## src/rtl/div_issue.sv

```systemverilog
// Issue/sequencing wrapper around a fixed-latency 32-bit divider.
// Define DIV_ISSUE_FASTPATH_EN to answer divide-by-zero and signed overflow without the divider.
module div_issue (
    input  logic        clk,
    input  logic        reset,
    input  logic        req_valid,
    output logic        req_ready,
    input  logic [1:0]  req_op,
    input  logic [31:0] req_a,
    input  logic [31:0] req_b,
    output logic        rsp_valid,
    input  logic        rsp_ready,
    output logic [31:0] rsp_result,
    output logic        rsp_ov,
    output logic [32:0] div_src1,
    output logic [31:0] div_src2,
    output logic        div_start,
    output logic        div_mod,
    output logic        div_revert,
    input  logic [31:0] div_result,
    input  logic        div_ov
);

    typedef enum logic [1:0] {IDLE, START, WAIT, RESP} state_t;

    localparam logic [5:0] LAST_WAIT = 6'd33;

    state_t      state_q;
    logic [5:0]  cnt_q;
    logic        sov_q;

    logic        s_d;
    logic        sa_d;
    logic        sb_d;
    logic        sov_d;
    logic        fast_d;
    logic [31:0] mag_a_d;
    logic [31:0] mag_b_d;
    logic        ov_d;

    assign s_d     = req_op[0];
    assign sa_d    = s_d & req_a[31];
    assign sb_d    = s_d & req_b[31];
    assign mag_a_d = sa_d ? (~req_a + 32'd1) : req_a;
    assign mag_b_d = sb_d ? (~req_b + 32'd1) : req_b;
    assign sov_d   = s_d & (req_a == 32'h8000_0000)
                   & (req_b == 32'hFFFF_FFFF);

`ifdef DIV_ISSUE_FASTPATH_EN
    assign fast_d = (req_b == 32'd0) | sov_d;
`else
    assign fast_d = 1'b0;
`endif

    assign ov_d = div_ov | sov_q;

    // Gated by reset so the block never advertises readiness while held.
    assign req_ready = (state_q == IDLE) & reset;

    always_ff @(posedge clk or negedge reset) begin
        if (!reset) begin
            state_q    <= IDLE;
            cnt_q      <= 6'd0;
            sov_q      <= 1'b0;
            rsp_valid  <= 1'b0;
            rsp_result <= 32'd0;
            rsp_ov     <= 1'b0;
            div_src1   <= 33'd0;
            div_src2   <= 32'd0;
            div_start  <= 1'b0;
            div_mod    <= 1'b0;
            div_revert <= 1'b0;
        end else begin
            div_start <= 1'b0;
            unique case (state_q)
                IDLE: begin
                    if (req_valid) begin
                        div_src1   <= {1'b0, mag_a_d};
                        div_src2   <= mag_b_d;
                        div_mod    <= req_op[1];
                        div_revert <= req_op[1] ? sa_d : (sa_d ^ sb_d);
                        sov_q      <= sov_d;
                        cnt_q      <= 6'd0;
                        if (fast_d) begin
                            state_q    <= RESP;
                            rsp_valid  <= 1'b1;
                            rsp_result <= 32'd0;
                            rsp_ov     <= 1'b1;
                        end else begin
                            state_q   <= START;
                            div_start <= 1'b1;
                        end
                    end
                end
                START: begin
                    state_q <= WAIT;
                    cnt_q   <= 6'd0;
                end
                WAIT: begin
                    // Completion is purely latency-based.
                    if (cnt_q == LAST_WAIT) begin
                        state_q    <= RESP;
                        cnt_q      <= 6'd0;
                        rsp_valid  <= 1'b1;
                        rsp_result <= ov_d ? 32'd0 : div_result;
                        rsp_ov     <= ov_d;
                    end else begin
                        cnt_q <= cnt_q + 6'd1;
                    end
                end
                RESP: begin
                    if (rsp_ready) begin
                        state_q   <= IDLE;
                        rsp_valid <= 1'b0;
                    end
                end
                default: state_q <= IDLE;
            endcase
        end
    end

endmodule
```

## config.mk

```make
export PLATFORM = sky130hd
export DESIGN_NAME = div_issue
export DESIGN_NICKNAME = d
export VERILOG_FILES = /design/src/rtl/div_issue.sv
export SDC_FILE = /design/constraint.sdc
export NUM_CORES = 1
export LEC_CHECK = 0
export CAP_MARGIN = 20
export CORE_UTILIZATION = 49
export CTS_CLUSTER_DIAMETER = 200
export DETAILED_ROUTE_END_ITERATION = 7
export PLACE_DENSITY = 0.87
export SLEW_MARGIN = 10
export SYNTH_ARGS = -nofsm -noshare
export SYNTH_HDL_FRONTEND = slang
export SYNTH_SLANG_ARGS = --single-unit
```

## constraint.sdc

```tcl
create_clock -name clk -period 3.9 [get_ports clk]
set_input_delay 1.17 -clock clk [delete_from_list [all_inputs] [get_ports clk]]
set_output_delay 1.17 -clock clk [all_outputs]
set_load 0.05 [all_outputs]
```

-- Word level (Yosys, flattened, before mapping)
Cells that the tools add are included.
- bits in registers: 110
- output and inout port bits: 103
- bits in read-only memories: 0
- bits of input ports: 103
- latch bits: 0
- memories kept: 0
- memory bits (writable): 0
- shift-type cells: 0
- magnitude comparators: 0
- bitwise operators: 9
- add/subtract/negate cells: 3
- equality and inequality tests: 9
- $mul: 0
- div/mod/pow operators: 0
- reductions and logical operators: 8
- mux-type cells: 16
- operator list (kind ; number):
    two-way mux 32 bit ; 3
    adder 32 x 1 -> 32 bit, second input constant ; 2
    == test 32 bit, second input constant ; 2
    inverter 32 bit ; 2
    one-hot mux 6 bit (3 select lines) ; 1
    two-way mux 6 bit ; 2
    one-hot mux 2 bit (4 select lines) ; 1
    adder 6 x 1 -> 6 bit, second input constant ; 1
    == test 6 bit, second input constant ; 1
    two-way mux 2 bit ; 3
    inequality test 2 bit, second input constant ; 3
    AND reduction 2 bit ; 3
    AND reduction 3 bit ; 2
    bitwise AND 1 bit ; 5
    two-way mux 1 bit ; 5
    == test 2 bit, second input constant ; 2
    nonzero test 3 bit ; 1
    == test 2 x 1 -> 1 bit, second input constant ; 1
    logical NOT 2 bit ; 1
    one-hot mux 1 bit (2 select lines) ; 1
    nonzero test 2 bit ; 1
    OR 1 bit ; 1
    bitwise XOR 1 bit ; 1

-- Logic depth before layout (Yosys ltp)
Gate-level depths: netlist of the first run.
- depth in word-level cells: 3
- mapped depth: 8

-- Worst setup path before layout of the first run
OpenSTA, ideal clock, no wires.
- path type: input -> register
- start point: in req_a[0]
- end point: reg div_src1[24]
- path slack: 1.140 ns
- arrival time: 2.626 ns
- data required time: 3.766 ns
- path buffers: 0
- stages: 7
- cells stage by stage: inv_1 -> ha_1 -> nor3b_1 -> nand4_2 -> o41ai_1 -> xor2_1 -> o21ai_0
- cells in the longest elaborated chain, start to end: 3
- RTL lines (what ; RTL line ; RTL):
    from (decl) ; 9 ; input logic [31:0] req_a,
    inverter 32 bit ; 44 ; assign mag_a_d = sa_d ? (~req_a + 32'd1) : req_a;
    adder 32 x 1 -> 32 bit ; 44 ;
    two-way mux 32 bit ; 44 ;
    to (signal assigned) ; 78 ; div_src1 <= {1'b0, mag_a_d};
    to (decl) ; 15 ; output logic [32:0] div_src1,
No other way between the ends.
A chain may end at the register's enable or synchronous reset.

-- Final worst setup path of the first run
- start point: in req_b[0]
- end point: reg div_src2[28]
- cells in the longest elaborated chain, start to end: 3
- RTL lines (what ; RTL line ; RTL):
    from (decl) ; 10 ; input logic [31:0] req_b,
    inverter 32 bit ; 45 ; assign mag_b_d = sb_d ? (~req_b + 32'd1) : req_b;
    adder 32 x 1 -> 32 bit ; 45 ;
    two-way mux 32 bit ; 45 ;
    to (signal assigned) ; 79 ; div_src2 <= mag_b_d;
    to (decl) ; 16 ; output logic [31:0] div_src2,
No other way between the ends.

==> results of run 1 <==
## cell families (layout without fill, tap and decap cells)
kind of cell / after synthesis / in the layout / synth area share, %
simple gates: 193 / 193 / 17.5
compound gates: 166 / 166 / 18.9
flops: 110 / 110 / 48.8
xor+xnor: 57 / 57 / 8.86
buf+inv: 47 / 241 / 3.42
fa+ha+maj: 9 / 9 / 2.00
mux: 2 / 2 / 0.377
other cells: 1 / 1 / 0.0665
## metrics by stage
step                      total power [W]  area, um2  util (%)  hold slack [ps]  cells
after detailed placement          0.00457       7790      70.6              458    904
after CTS                         0.00558       8110      73.5              480    919
after floorplan                   0.00349       5640         -              451    585
after global routing              0.00583       8110      73.5              504    919
final                             0.00555       8110      73.5              478    919
after global placement            0.00450       7790      70.6              450    904
## per-layer routing
metal | vias to the layer above | GRT usage (%) | wire [um]
li1 | 2484 | - | -
met1 | 2544 | 34.3 | 6660
met2 | 249 | 45.5 | 7950
met3 | 38 | 5.86 | 1110
met4 | 0 | 11.8 | 448
met5 | - | 0 | 0
## critical path: cells and delay by family
family                     cells  cell delay (ps)
muxes                          1              210
and+or+nand+nor                4             1270
adders and majority gates      1              180
buffers and inverters          2              580
## flip-flops by register name (all words and copies together), names as in the netlist
signal and flops:
state_q 2, div_mod 1, rsp_result 32, rsp_ov 1, cnt_q 6, sov_q 1
rsp_valid 1, div_start 1, div_src1 32, div_src2 32, div_revert 1
## area by class of cell
class / instances / area, um2 / area share [%]
flip-flops and latches: 110 / 2750 / 33.9
multi-input cells: 428 / 2700 / 33.3
repair buffers: 211 / 2100 / 25.9
clock buffers: 9 / 225 / 2.78
well taps: 140 / 175 / 2.16
clock inverters: 6 / 93.8 / 1.16
inverters: 15 / 56.3 / 0.694
## where the power goes
| group | internal [W] | total [W] | switching, W |
|---|---|---|---|
| registers | 0.00150 | 0.00171 | 0.000209 |
| logic | 0.000924 | 0.00284 | 0.00191 |
| clock network | 0.000566 | 0.000997 | 0.000431 |
## final timing paths
path / slack [ps] / end / cells after the start
worst max-delay path: 730 / div_src2[28]$_DFFE_PN0P_ / 8
worst min-delay path: 480 / div_mod$_DFFE_PN0P_ / 2
worst max register to register: 1470 / sov_q$_DFFE_PN0P_ / 8
worst min register to register: 480 / div_mod$_DFFE_PN0P_ / 2
max in group asynchronous: 1730 / div_src1[30]$_DFFE_PN0P_ / 3
min in group asynchronous: 930 / div_src2[24]$_DFFE_PN0P_ / 2
## placed cells by master (no fill, tap or decap), types with 14 or more instances in the layout
master / netlist / routed
clkdlybuf4s50_1: 0 / 202
dfrtp_1: 110 / 110
nand2_1: 88 / 87
o21ai_0: 72 / 72
a22o_1: 34 / 34
xnor2_1: 34 / 34
nor2_1: 30 / 30
xor2_1: 23 / 23
inv_1: 15 / 15
a21oi_1: 15 / 15
nor3_1: 14 / 14
==> results.json, run 1 <==
{
  "antenna_found_initial": 0,
  "ant_nets": 0,
  "worst-path-max-fanout": 5,
  "fin_nets": 887,
  "fin_skew_ps": 11.1,
  "clock_path_buffers": 2,
  "hp-class": "register to register",
  "synth_area_leaders": "dfrtp_1 49%, o21ai_0 6.4%, nand2_1 5.9%",
  "synthArstFlopShare_pct": 100,
  "gp_congestion": 0.923,
  "hold_violations": 0,
  "place_hpwl_um": 11900,
  "timing.final.ws_setup_ps": 727,
  "cpMaxStageDelayCell": "or4b_1",
  "cts_tree": "yes",
  "routedWlPerCell_um": 17.6,
  "setup_violations": 0,
  "final.setup.tns_ps": 0,
  "ctsResizeCount": 0,
  "syn_inst": 585,
  "ios": 206,
  "max_freq_mhz": 315,
  "outcome": "completed",
  "synth-seq-cells": 110,
  "cts-root-buf": "clkbuf_16",
  "irDropWorstVdd_v": 0.000502,
  "r2r_start": "state_q[1]$_DFFE_PN0P_",
  "path_class": "primary input to register",
  "worst_pin_slew_ps": 857,
  "critPathLaunch": "req_b[0]",
  "critPathMaxStageDelay_ps": 600,
  "postSynthAreaPerCell_um2": 9.63,
  "min-delay-start": "div_mod$_DFFE_PN0P_",
  "synth_ff_type": "dfrtp_1",
  "core_um2": 11000,
  "maxCapViolCount": 0,
  "cts_max_level": 3,
  "placementRows": 38,
  "finalMaxSlewViolations": 0,
  "cp-end-kind": "register",
  "fin_crit_ps": 3170,
  "drive_gt1_share_pct": 4.88,
  "yosys_warnings": 0,
  "grt_pass1_wl_um": 25300,
  "die_w_um": 109,
  "dp_slack_ps": 413,
  "crit_chain": "clkdlybuf4s50_1 -> inv_1 -> ha_1 -> or4b_1 -> nor4_4 -> nand2_1 -> mux2i_1 -> nand3_1",
  "insertion_delay_ps": 350,
  "dr.pass1.iters": 6,
  "drt_iter0_drc": 435,
  "fillers": 791,
  "cts_buffers": 9,
  "syn-cell-area_um2": 5640,
  "grt_setup_unrepaired": "no",
  "post-synth-top-count-cell": "dfrtp_1",
  "postCtsHoldBufs": 0,
  "syn-num-nets": 697,
  "crit_arrival_ps": 3400,
  "cp.required_ps": 4130,
  "finalCritPeriodShare_pct": 81.4,
  "clock_sinks": 110,
  "gr-usage-all-layers_pct": 27.3,
  "grt_max_degree": 65,
  "yosysSeqAreaShare_pct": 48.8,
  "synth_top_area_share_pct": 48.8,
  "power.leakage_nw": 3.33,
  "postCtsSetupBuffers": 0,
  "io_buffer_count": 204,
  "synth_cell_types": 46,
  "area.growth.synth_to_final_pct": 43.9,
  "vias": 5315,
  "routed_wl_um": 16200,
  "yosysTopAreaCell": "dfrtp_1",
  "grt-ovfl-total": 0,
  "crit_path_start_kind": "primary input",
  "viasPerCell": 5.78,
  "die_y_um": 109,
  "p_per_area_nw_per_um2": 684,
  "clk_pin_slew_ps": 70,
  "synth_commonest_cells": "110 x dfrtp_1, 88 x nand2_1, 72 x o21ai_0",
  "die-area_um2": 11900,
  "diodes": 0,
  "drc_errors": 0,
  "timing.slew.headroom_pct": 42.7,
  "initial_core_util_pct": 51.1,
  "grt_pass1_vias": 5158,
  "synth-edff-count": 0
}
Power figures use the tool's default switching activity.
==> run 2, diff against run 1 <==
--- a/config.mk
+++ b/config.mk
@@ -6,10 +6,10 @@
 export NUM_CORES = 1
 export LEC_CHECK = 0
 export CAP_MARGIN = 20
-export CORE_UTILIZATION = 49
+export CORE_UTILIZATION = 45
 export CTS_CLUSTER_DIAMETER = 200
 export DETAILED_ROUTE_END_ITERATION = 7
-export PLACE_DENSITY = 0.87
+export PLACE_DENSITY = 0.81
 export SLEW_MARGIN = 10
 export SYNTH_ARGS = -nofsm -noshare
 export SYNTH_HDL_FRONTEND = slang
==> constraint.sdc (replaced) <==
create_clock -name clk -period 3.1 [get_ports clk]
set_input_delay 0.93 -clock clk [delete_from_list [all_inputs] [get_ports clk]]
set_output_delay 0.93 -clock clk [all_outputs]
set_load 0.05 [all_outputs]
==> run 2 against run 1 <==
Net effect: largest power group unchanged; global-route usage shrank 1.8 points; worst hold slack got worse by 8.1 ps; non-clock buffer count up 41; critical endpoint unchanged; combinational power up 27%; first-iteration DRC count decreased by 21%; worst setup slack lost 430 ps; sequential share of layout area is 1.4 points lower; sequential cell count did not move; clock-buffer cell count is the same.
==> results.json, run 2 (same netlist as run 1, synthesis figures left out) <==
{
  "outcome": "completed",
  "clock_sinks": 110,
  "initial_core_util_pct": 46.5,
  "cts_tree": "yes",
  "gr-usage-all-layers_pct": 25.5,
  "clk_pin_slew_ps": 80,
  "cts_max_level": 3,
  "core_um2": 12100,
  "area.growth.synth_to_final_pct": 50.2,
  "hold_violations": 0,
  "insertion_delay_ps": 360,
  "routedWlPerCell_um": 16.2,
  "gp_congestion": 0.875,
  "final_util_pct": 69.9,
  "finalMaxSlewViolations": 0,
  "holdWs_ps": 470,
  "cts_buffers": 9,
  "grt_pass1_wl_um": 25700,
  "viasPerCell": 5.35,
  "crit_path_start_kind": "primary input",
  "finalPower_w": 0.00691,
  "fin_crit_ps": 2800,
  "ctsResizeCount": 0,
  "cpMaxStageDelayCell": "or4b_1",
  "grt-ovfl-total": 0,
  "ios": 206,
  "p_per_area_nw_per_um2": 817,
  "dpl-instance-area_um2": 8150,
  "final_cell_area_um2": 8460,
  "dp_cells": 972,
  "place_hpwl_um": 12100,
  "fin_skew_ps": 9.59,
  "grt_pass1_vias": 5239,
  "top_regs": "div_src1 (32), div_src2 (32), rsp_result (32)",
  "maxCapViolCount": 0,
  "worst_pin_slew_ps": 611,
  "fin_nets": 928,
  "timing.slew.headroom_pct": 58.9,
  "drt_iter0_drc": 342,
  "path_class": "primary input to register",
  "antenna_found_initial": 0,
  "crit_chain": "clkdlybuf4s50_1 -> inv_1 -> ha_1 -> or4b_1 -> nor4_4 -> nand2_1 -> mux2i_1 -> nand3_1",
  "irDropWorstVdd_v": 0.000730,
  "crit_family": "simple AND/OR/NAND/NOR gates",
  "crit_arrival_ps": 3040,
  "finalCritPeriodShare_pct": 90.3,
  "grt_max_degree": 105,
  "power.leakage_nw": 3.53,
  "die_y_um": 114,
  "fillers": 903,
  "cp.required_ps": 3340,
  "vias": 5287,
  "grt_setup_unrepaired": "no",
  "worst-path-max-fanout": 5,
  "final_cell_count_no_fill": 989,
  "clock_path_buffers": 2,
  "diodes": 0,
  "placementRows": 40,
  "die_w_um": 114,
  "io_buffer_count": 204,
  "r2r_slack_ps": 880,
  "cts-root-buf": "clkbuf_16",
  "postCtsHoldBufs": 0,
  "routed_wl_um": 16100,
  "cp-end-kind": "register",
  "die-area_um2": 13000,
  "dr.pass1.iters": 5,
  "max_freq_mhz": 357,
  "postCtsSetupBuffers": 0,
  "critPathMaxStageDelay_ps": 580,
  "hp-class": "register to register",
  "layout_commonest_cell": "clkdlybuf4s50_1",
  "drc_errors": 0,
  "setup_violations": 0,
  "drive_gt1_share_pct": 9.74,
  "ant_nets": 0,
  "critPathBufInv": 2,
  "mostFrequentLayoutCells": "202 x clkdlybuf4s50_1, 110 x dfrtp_1, 87 x nand2_1, 72 x o21ai_0, 46 x buf_4"
}
[run 2: cell count changes in the layout (fill, tap and decap cells not counted), sizes merged]
cell | previous run | this run
clkinv | 1 | 4
bufinv | 2 | 0
buf | 9 | 50
[run 2: cell type report]
class / count / area [um2] / area share, %
inverters: 15 / 56.3 / 0.665
clock buffers: 9 / 225 / 2.66
clock inverters: 7 / 67.6 / 0.798
multi-input cells: 428 / 2700 / 31.9
flip-flops and latches: 110 / 2750 / 32.5
well taps: 168 / 210 / 2.48
repair buffers: 252 / 2450 / 28.9
[run 2: worst paths after layout]
check,start,end,cells past startpoint
max in group asynchronous,reset,cnt_q[3]$_DFFE_PN0P_,4
hold reg to reg,div_src1[31]$_DFFE_PN0P_,div_src1[31]$_DFFE_PN0P_,2
hold / removal,div_src1[31]$_DFFE_PN0P_,div_src1[31]$_DFFE_PN0P_,2
setup / recovery,req_b[0],div_src2[28]$_DFFE_PN0P_,8
setup reg to reg,cnt_q[1]$_DFFE_PN0P_,cnt_q[0]$_DFFE_PN0P_,6
min in group asynchronous,reset,rsp_result[12]$_DFFE_PN0P_,2
[run 2: through the flow]
stage | setup WS (ps) | setup TNS [ps]
6_report | 299 | 0
3_3_place_gp | -2.62 | -2.62
4_1_cts | 312 | 0
3_5_place_dp | -71.4 | -109
2_1_floorplan | 580 | 0
5_1_grt | 138 | 0
[run 2: worst min-delay path, delay by kind of cell (launching register included)]
kind	cells	cell delay, ps
AND/OR/NAND/NOR	2	100
flip-flops	1	350
[run 2: layer usage]
metal / up-vias / track usage [%] / share of wire [%]
li1: 2560 / - / -
met1: 2487 / 29.8 / 41
met2: 213 / 44.7 / 49
met3: 27 / 7.60 / 7.2
met4: 0 / 8.66 / 2.4
met5: - / 0 / 0
[run 2: where the power goes]
| part | internal [W] | switching [W] |
|---|---|---|
| Sequential | 0.00189 | 0.000259 |
| Combinational | 0.00121 | 0.00242 |
| Clock | 0.000563 | 0.000576 |
